<file path="src/rtl/draw_scheduler.sv">
// draw_scheduler: arbitrates screen/sprite draw requests and streams one pixel per cycle to the VGA path
module draw_scheduler #(
    parameter int SCR_W  = 160,
    parameter int SCR_H  = 120,
    parameter int SPR_W  = 40,
    parameter int SPR_H  = 40,
    parameter int ADDR_W = 15
) (
    input  logic              clk,
    input  logic              resetn,
    input  logic              screenReq,
    input  logic [4:0]        screenSel,
    input  logic              screenBlack,
    input  logic              spriteReq,
    input  logic [4:0]        spriteSel,
    input  logic [7:0]        spriteX,
    input  logic [6:0]        spriteY,
    output logic              screenAck,
    output logic              spriteAck,
    output logic              screenDone,
    output logic              spriteDone,
    output logic [7:0]        x,
    output logic [6:0]        y,
    output logic [ADDR_W-1:0] romAddr,
    output logic [4:0]        memorySel,
    output logic              black,
    output logic              plot,
    output logic              busy
);
    typedef enum logic [1:0] {IDLE, LATCH, DRAW, DONE} state_t;
    localparam logic [7:0] SCR_LAST_COL = 8'(SCR_W - 1);
    localparam logic [7:0] SPR_LAST_COL = 8'(SPR_W - 1);
    localparam logic [6:0] SCR_LAST_ROW = 7'(SCR_H - 1);
    localparam logic [6:0] SPR_LAST_ROW = 7'(SPR_H - 1);
    state_t state;
    logic isSprite, blackLat, lastCol, lastPix, onScreen;
    logic [7:0] baseX, col, pixCol;
    logic [6:0] baseY, row, pixRow;
    logic [8:0] sumX;
    logic [7:0] sumY;
    // Coordinates of the pixel to present next cycle; clipping uses the unwrapped wide sums
    always_comb begin
        lastCol  = col == (isSprite ? SPR_LAST_COL : SCR_LAST_COL);
        lastPix  = lastCol && row == (isSprite ? SPR_LAST_ROW : SCR_LAST_ROW);
        pixCol   = state == DRAW ? (lastCol ? 8'd0 : col + 8'd1) : col;
        pixRow   = state == DRAW && lastCol ? row + 7'd1 : row;
        sumX     = {1'b0, baseX} + {1'b0, pixCol};
        sumY     = {1'b0, baseY} + {1'b0, pixRow};
        onScreen = sumX < 9'(SCR_W) && sumY < 8'(SCR_H);
    end
    // Draw sequencer; every output is registered so the pixel bus is glitch-free
    always_ff @(posedge clk or negedge resetn) begin
        if (!resetn) begin
            state      <= IDLE;
            isSprite   <= 1'b0;
            blackLat   <= 1'b0;
            baseX      <= '0;
            baseY      <= '0;
            col        <= '0;
            row        <= '0;
            screenAck  <= 1'b0;
            spriteAck  <= 1'b0;
            screenDone <= 1'b0;
            spriteDone <= 1'b0;
            x          <= '0;
            y          <= '0;
            romAddr    <= '0;
            memorySel  <= '0;
            black      <= 1'b0;
            plot       <= 1'b0;
            busy       <= 1'b0;
        end else begin
            screenAck  <= 1'b0;
            spriteAck  <= 1'b0;
            screenDone <= 1'b0;
            spriteDone <= 1'b0;
            case (state)
                IDLE: if (screenReq || spriteReq) begin
                    state     <= LATCH;
                    busy      <= 1'b1;
                    isSprite  <= !screenReq;
                    memorySel <= screenReq ? screenSel : spriteSel;
                    blackLat  <= screenReq && screenBlack;
                    baseX     <= screenReq ? 8'd0 : spriteX;
                    baseY     <= screenReq ? 7'd0 : spriteY;
                    col       <= '0;
                    row       <= '0;
                    screenAck <= screenReq;
                    spriteAck <= !screenReq;
                end
                LATCH, DRAW: if (state == DRAW && lastPix) begin
                    state      <= DONE;
                    plot       <= 1'b0;
                    black      <= 1'b0;
                    x          <= '0;
                    y          <= '0;
                    romAddr    <= '0;
                    screenDone <= !isSprite;
                    spriteDone <= isSprite;
                end else begin
                    state   <= DRAW;
                    col     <= pixCol;
                    row     <= pixRow;
                    x       <= sumX[7:0];
                    y       <= sumY[6:0];
                    plot    <= onScreen;
                    black   <= blackLat;
                    romAddr <= state == LATCH ? '0 : romAddr + ADDR_W'(1);
                end
                default: begin
                    state     <= IDLE;
                    busy      <= 1'b0;
                    memorySel <= '0;
                end
            endcase
        end
    end
endmodule

</file>
<file path="config.mk">
export PLATFORM = sky130hd
export DESIGN_NAME = draw_scheduler
export DESIGN_NICKNAME = d
export VERILOG_FILES = /design/src/rtl/draw_scheduler.sv
export SDC_FILE = /design/constraint.sdc
export NUM_CORES = 1
export LEC_CHECK = 0
export ABC_AREA = 1
export CAP_MARGIN = 40
export CORE_MARGIN = 2
export CORE_UTILIZATION = 40
export DETAILED_ROUTE_END_ITERATION = 8
export GPL_ROUTABILITY_DRIVEN = 0
export PLACE_DENSITY_LB_ADDON = 0.05
export SETUP_SLACK_MARGIN = 0.3
export SLEW_MARGIN = 30
export SYNTH_ARGS = -nofsm -noshare
export SYNTH_HDL_FRONTEND = slang
export SYNTH_SLANG_ARGS = --single-unit
</file>
<file path="constraint.sdc">
create_clock -name clk -period 2.89 [get_ports clk]
set_input_delay 0.289 -clock clk [delete_from_list [all_inputs] [get_ports clk]]
set_output_delay 0.289 -clock clk [all_outputs]
set_load 0.01 [all_outputs]
</file>
==> results of run 1 <==
## layer usage
| layer | vias up | share of wire [%] | wire length (um) |
|---|---|---|---|
| li1 | 1829 | - | - |
| met1 | 1766 | 49 | 5310 |
| met2 | 73 | 45 | 4810 |
| met3 | 22 | 3.4 | 363 |
| met4 | 0 | 2.4 | 257 |
| met5 | - | 0 | 0 |
## through the flow
step | cells | utilization [%]
5_1_grt | 738 | 53.6
4_1_cts | 731 | 51.5
2_1_floorplan | 505 | -
3_3_place_gp | 711 | 48.5
6_report | 738 | 53.6
3_5_place_dp | 711 | 48.5
## flip-flops by register name (all words and copies together) (netlist names)
name / count
baseX: 8
baseY: 7
col: 8
spriteDone: 1
blackLat: 1
row: 7
plot: 1
x: 8
screenDone: 1
state: 2
black: 1
screenAck: 1
busy: 1
romAddr: 15
memorySel: 5
isSprite: 1
y: 7
spriteAck: 1
## kinds of logic after synthesis
| kind of cell | share of synthesized area (%) |
|---|---|
| AND/OR/NAND/NOR | 22.8 |
| AO/OA/AOI/OAI | 14.0 |
| buffers and inverters | 8.25 |
| flip-flops | 43.6 |
| adder cells (fa/ha/maj) | 7.22 |
| XOR/XNOR | 2.81 |
| multiplexers | 1.38 |
## worst max-delay path: cells and delay by family, from the launching register on
| kind | cells | cell delay, ps |
|---|---|---|
| xor+xnor | 1 | 200 |
| fa+ha+maj | 3 | 670 |
| simple gates | 8 | 860 |
| flops | 1 | 400 |
| buf+inv | 3 | 250 |
## final cells by class
type,count,area share (%)
multi-input cells,345,40.7
well taps,140,3.04
clock buffers,12,2.52
repair buffers,88,14.7
flip-flops and latches,76,33.0
clock inverters,4,1.26
inverters,73,4.80
## synth_stat cells (all sizes together)
cell type | instances | share of area (%)
fa | 2 | 0.92
a21oi | 15 | 1.8
o22ai | 14 | 3.3
and3 | 1 | 0.14
dfrtp | 76 | 44
nor3b | 3 | 0.89
nand2 | 127 | 11
mux2i | 6 | 1.4
inv | 73 | 6.3
buf | 8 | 1.7
nor3 | 7 | 0.80
clkbuf | 3 | 0.26
a22o | 19 | 3.8
nand3 | 27 | 3.3
nand3b | 4 | 0.69
xnor2 | 4 | 0.80
nor4 | 1 | 0.14
o21ai | 37 | 5.1
xor2 | 10 | 2.0
nand4 | 9 | 1.3
nor2 | 37 | 4.1
ha | 22 | 6.3
## final timing paths
kind | start | to | slack, ps | cells after the start
min in group asynchronous | resetn | romAddr[6] | 520 | 2
max | state[0] | plot | 390 | 15
max reg2reg | state[0] | plot | 390 | 15
max in group asynchronous | resetn | state[1] | 1840 | 2
min reg2reg | x[4] | x[4] | 490 | 2
min | x[4] | x[4] | 490 | 2
## power by group through the flow
stage               Clock [mW]  Combinational, mW  Sequential, mW
detailed placement           0             0.0695            1.08
finish                   0.924             0.0685            1.06
floorplan                    0            0.00760            1.08
CTS                      0.937             0.0708            1.06
global route             0.990             0.0762            1.06
global placement             0             0.0685            1.08
## timing repair
action                                  CTS  global route
hold buffers                              1             0
buffers inserted                          3             7
hold endpoints to repair                 57             0
pin swaps                                 5            23
gates cloned                              0             0
endpoints found under the setup margin    5            10
gates resized for setup                  18            43
==> summary.md, run 1 <==
| Metric | Value |
|---|---|
| Status | `completed` |
| Final hold slack | `490 ps` |
| Die area | `11800 um2` |
| Avg Cell Area, Syn | `8.64 um2` |
| Sw frac | `21.6%` |
| Power per cell area | `357 nW/um2` |
| Core ar. | `10700 um2` |
| CP max stage delay | `400 ps` |
| # port buffers | `71` |
| Routed WL per cell | `14.6 um` |
| Final min period | `2500 ps` |
| Seq. cell area | `1900 um2` |
| Initial antenna violation count | `0` |
| Routing usage on met2 | `29.3%` |
| Post-route setup slack | `392 ps` |
| Syn Nets | `559` |
| Grt met1 use | `27.1%` |
| Slew headroom | `52.7%` |
| Hold Fails Final Rpt | `0` |
| Footprint of the multi-input gates | `2340 um2` |
| Vias in the first global route | `3622` |
| Sw Pwr | `445 uW` |
| Worst vdd ir | `0.000221 V` |
| Busiest metal layer after global routing | `met2` |
| Ys Warns | `0` |
| Worst Skew | `13.1 ps` |
| Crit path max fanout | `6` |
| Final WL | `10700 um` |
| Clock slew at reported path FFs | `80 ps` |
| GR Overflow Total | `0` |
| Fin Setup TNS | `0 ps` |
| Via count of the routed design | `3690` |
| Tot Pwr | `2.06 mW` |
| Maximum number of pins on one net before global-route repair | `77` |
| Leak | `2.75 nW` |
| Clock root buffer | `clkbuf_8` |
| Req. time, crit path | `3130 ps` |
| # nets final | `647` |
| Crit path cell chain | `inv_2, ha_4, nand4_1, inv_2, nand3_4, xor2_2, inv_2, ha_4, fa_2, nand4_1, nand4_1, nand2_2, nand3_1, nand3_1, nand2_1` |
| Number of library cell types mapped by synthesis | `38` |
| Peak Freq | `400 MHz` |
| H-tree depth | `3` |
| CTS tree | `built` |
| Worst-Margin Slew | `709 ps` |
| Gate Count Post-Synth | `505` |
| Starting DRT DRC Count | `202` |
| Setup crit start kind | `register` |
| Via density | `5.00` |
| Final setup fails | `0` |
| # IOs | `72` |
| Drt pass-1 iters | `4` |
| Synth Cell Area | `4370 um2` |
| Max Slew Vio Count | `0` |
| Filler instances | `1012` |
| Initial Utilization | `40.6%` |
| Area grow syn2layout | `32.0%` |
| TritonCTS Sinks | `76` |
| Sequential area share after synthesis | `43.6%` |
| Clock power frac | `45.0%` |
| Die H | `108 um` |
| Layout cells sized above 1 | `19.4%` |
| Met3 Usage GRT | `3.19%` |
| HPWL Detailed | `7530 um` |
| Worst hold path type | `reg2reg` |
| Antenna viol nets, final | `0` |
| Longest Clk Path Bufs | `2` |
| Synth Register Bits | `76` |
| Critical path class | `reg2reg` |
| CTS buffer count | `9` |
| Most frequent cells in the layout | `nand2_1, dfrtp_1, clkdlybuf4s50_1` |
| GR Util All Layers | `19.4%` |
| Share of power burned in registers | `51.7%` |
| Unrepaired setup endpoints after global routing | `yes` |
| Placed Area | `5210 um2` |
| Pre-CTS WS | `90.8 ps` |
| CP max stage cell | `dfrtp_1` |
| Clk Latency, worst-skew pair | `350 ps` |
| First-pass GRT wire length | `17600 um` |
| ANT cells | `0` |
| Final instance area | `5760 um2` |
| Number of remaining DRC errors | `0` |
| Commonest non-fill, non-tap cell in the layout | `nand2_1` |
| Worst Setup End Kind | `register` |
| Comb pwr share | `3.3%` |
| CP Data Arrival Time | `2740 ps` |
| Die X-Extent | `108 um` |
| Crit share post-route | `86.4%` |
| Int Pwr | `1.61 mW` |
| Number of max-cap violations | `0` |
| Rows | `38` |
Power figures use the tool's default switching activity.
==> run 2: changes to the inputs <==
--- a/config.mk
+++ b/config.mk
@@ -5,7 +5,7 @@
 export SDC_FILE = /design/constraint.sdc
 export NUM_CORES = 1
 export LEC_CHECK = 0
-export ABC_AREA = 1
+export ABC_AREA = 0
 export CAP_MARGIN = 40
 export CORE_MARGIN = 2
 export CORE_UTILIZATION = 40
==> summary.md, run 2 <==
| Metric | Value |
|---|---|
| Req. time, crit path | `3140 ps (was 3130 ps)` |
| Peak Freq | `306 MHz (was 400 MHz)` |
| Leak | `2.75 nW (about the same)` |
| Status | `complete, but fails checks (was completed)` |
| Post-route setup slack | `-374 ps (was 392 ps)` |
| GR Util All Layers | `21.1% (was 19.4%)` |
| Die H | `107 um (was 108 um)` |
| Max Slew Vio Count | `0 (unchanged)` |
| Commonest non-fill, non-tap cell in the layout | `dfrtp_1 (was nand2_1)` |
| Final min period | `3260 ps (was 2500 ps)` |
| Violated checks | `setup timing` |
| TritonCTS Sinks | `76 (unchanged)` |
| Maximum number of pins on one net before global-route repair | `77 (unchanged)` |
| H-tree depth | `3 (unchanged)` |
| Sequential area share after synthesis | `44.5% (was 43.6%)` |
| Most frequent cells in the layout | `dfrtp_1, clkdlybuf4s50_1, buf_4 (was nand2_1, dfrtp_1, clkdlybuf4s50_1)` |
| Clock root buffer | `clkbuf_8 (unchanged)` |
| Routed WL per cell | `16.2 um (was 14.6 um)` |
| Vias in the first global route | `3690 (was 3622)` |
| Die X-Extent | `107 um (was 108 um)` |
| Filler instances | `929 (was 1012)` |
| Crit share post-route | `113% (was 86.4%)` |
| # nets final | `627 (was 647)` |
| R2r startpoint | `isSprite (was state[0])` |
| CTS buffer count | `9 (unchanged)` |
| CP Data Arrival Time | `3520 ps (was 2740 ps)` |
| ANT cells | `0 (unchanged)` |
| Clk Latency, worst-skew pair | `370 ps (was 350 ps)` |
| Number of remaining DRC errors | `0 (unchanged)` |
| Gate Count Post-Synth | `444 (was 505)` |
| # IOs | `72 (unchanged)` |
| EDFF count, synth | `0 (unchanged)` |
| Synth async-reset ratio | `100% (unchanged)` |
| Final WL | `11500 um (was 10700 um)` |
| Number of max-cap violations | `0 (unchanged)` |
| Final setup fails | `5 (was 0)` |
| Via density | `5.25 (was 5.00)` |
| CP max stage delay | `490 ps (was 400 ps)` |
| Power per cell area | `850 nW/um2 (was 357 nW/um2)` |
| Reg with most FFs | `romAddr (unchanged)` |
| Unrepaired setup endpoints after global routing | `yes (unchanged)` |
| Starting DRT DRC Count | `122 (was 202)` |
| Yosys top cell by area | `dfrtp_1 (unchanged)` |
| Max reg flops | `15 (unchanged)` |
| Antenna viol nets, final | `0 (unchanged)` |
| Core ar. | `10400 um2 (was 10700 um2)` |
| # port buffers | `71 (unchanged)` |
| Hold Fails Final Rpt | `0 (unchanged)` |
| Drt pass-1 iters | `4 (unchanged)` |
| Via count of the routed design | `3742 (was 3690)` |
| HPWL Detailed | `7690 um (was 7530 um)` |
| Worst-Margin Slew | `736 ps (was 709 ps)` |
| Crit path cell chain | `or3b_1, o22ai_2, and2_4, mux2_4, fa_2, a21oi_2, buf_4, buf_6, o211ai_1, or4_1, a32o_1 (was inv_2, ha_4, nand4_1, inv_2, nand3_4, xor2_2, inv_2, ha_4, fa_2, nand4_1, nand4_1, nand2_2, nand3_1, nand3_1, nand2_1)` |
| Worst hold path type | `reg2reg (unchanged)` |
| Main synth FF type | `dfrtp_1 (unchanged)` |
| CTS tree | `built (unchanged)` |
| Synth Register Bits | `76 (unchanged)` |
| Worst Skew | `16.3 ps (was 13.1 ps)` |
| Hold wc startpoint | `memorySel[4] (was x[4])` |
| Initial Utilization | `41.2% (was 40.6%)` |
| Worst vdd ir | `0.000392 V (was 0.000221 V)` |
| Worst Setup End Kind | `register (unchanged)` |
| Seq. cell area | `1900 um2 (about the same)` |
| Critical path class | `reg2reg (unchanged)` |
| Longest Clk Path Bufs | `2 (unchanged)` |
| Final hold slack | `489 ps (was 490 ps)` |
| Initial antenna violation count | `0 (unchanged)` |
| Avg Cell Area, Syn | `9.62 um2 (was 8.64 um2)` |
| FF-to-FF setup slack | `-370 ps (was 390 ps)` |
| Number of library cell types mapped by synthesis | `53 (was 38)` |
| Synth Cell Area | `4270 um2 (was 4370 um2)` |
| Setup crit start kind | `register (unchanged)` |
| Clock slew at reported path FFs | `80 ps (about the same)` |
| Slew headroom | `50.9% (was 52.7%)` |
| Syn Nets | `498 (was 559)` |
| Crit path max fanout | `3 (was 6)` |
| Yosys top cell area share | `44.5% (was 43.6%)` |
| Count leader, synth | `dfrtp_1 (was nand2_1)` |
| Footprint of the multi-input gates | `2350 um2 (was 2340 um2)` |
| First-pass GRT wire length | `19000 um (was 17600 um)` |
| Area grow syn2layout | `41.1% (was 32.0%)` |
| GR Overflow Total | `0 (unchanged)` |
| CP startpoint | `isSprite (was state[0])` |
| Tot Pwr | `5.12 mW (was 2.06 mW)` |
| Rows | `37 (was 38)` |
| Commonest cells in the synthesized netlist | `dfrtp_1, nand2_1, nor2_1 (was nand2_1, dfrtp_1, inv_1)` |
| Die area | `11500 um2 (was 11800 um2)` |
| CP max stage cell | `or4_1 (was dfrtp_1)` |
| Layout cells sized above 1 | `20.6% (was 19.4%)` |
| Area contributors post-synth | `dfrtp_1, ha_1, xor2_1 (was dfrtp_1, nand2_1, ha_1)` |
| Ys Warns | `0 (unchanged)` |
-- run 2: cell count changes in the layout (fill, tap and decap cells not counted), moves of 9 or more --
cell	before	now
nand2_1	117	41
buf_4	15	59
inv_1	59	29
a2bb2oi_1	0	14
inv_2	13	1
xor2_1	9	21
a22o_1	19	8
o21ai_2	12	1
nor2_1	27	37
o22ai_1	5	15
nand2_2	9	0
-- run 2: power by group --
group | internal, mW | switching (mW)
sequential | 1.36 | 0.228
combinational | 1.14 | 1.31
clock | 0.659 | 0.426
total | 3.16 | 1.97
-- run 2: final timing paths --
| path | end | cells past startpoint |
|---|---|---|
| setup reg to reg | plot | 11 |
| setup / recovery | plot | 11 |
| min in group asynchronous | romAddr[10] | 2 |
| hold / removal | memorySel[4] | 2 |
| max in group asynchronous | y[5] | 2 |
| hold reg to reg | memorySel[4] | 2 |
-- run 2: metrics by stage --
| step | util [%] | area (um2) | setup slack, ps | setup TNS (ps) | std cells |
|---|---|---|---|---|---|
| 2_1_floorplan | - | 4300 | -376 | -376 | 444 |
| 3_3_place_gp | 52.8 | 5470 | -305 | -305 | 683 |
| 3_5_place_dp | 52.8 | 5480 | -360 | -360 | 683 |
| 4_1_cts | 56.9 | 5900 | -352 | -455 | 708 |
| 5_1_grt | 58.1 | 6030 | -533 | -1410 | 713 |
| 6_report | 58.1 | 6030 | -374 | -480 | 713 |
-- run 2: per-layer routing --
| layer | part of all wire [%] | GRT usage, % | vias to the layer above |
|---|---|---|---|
| met4 | 1.1 | 5.77 | 0 |
| met5 | 0 | 0 | - |
| met1 | 50 | 31.0 | 1803 |
| met3 | 4.3 | 4.00 | 12 |
| met2 | 45 | 31.7 | 96 |
| li1 | - | - | 1831 |
-- run 2: cell type report --
cell class | instances | share of cell area (%)
multi-input combinational | 319 | 38.9
inverter | 30 | 1.87
clock inverter | 6 | 2.28
timing repair buffer | 137 | 20.5
clock buffer | 9 | 2.05
sequential | 76 | 31.5
tap | 136 | 2.82
-- run 2: worst max-delay path, delay by kind of cell, from the launching register on --
kind                       cells  cell delay [ps]
muxes                          1              340
DFF                            1              370
AOI/OAI and AO/OA              4              760
adders and majority gates      1              390
and+or+nand+nor                3             1090
buffers and inverters          2              210
-- run 2: kinds of logic after synthesis --
logic type,Yosys count,share of synthesized area [%]
buffers and inverters,49,4.63
adders and majority gates,24,7.38
muxes,9,2.20
xor gates and xnor gates,33,6.77
AOI/OAI and AO/OA,105,17.5
DFF,76,44.5
and+or+nand+nor,148,17.0
-- run 2: what timing repair did --
action / CTS / global route
pin swaps: 15 / 16
hold buffers: 1 / 0
hold endpoints to repair: 45 / 0
setup buffers: 9 / 5
gates resized for setup: 18 / 18
endpoints found under the setup margin: 9 / 13
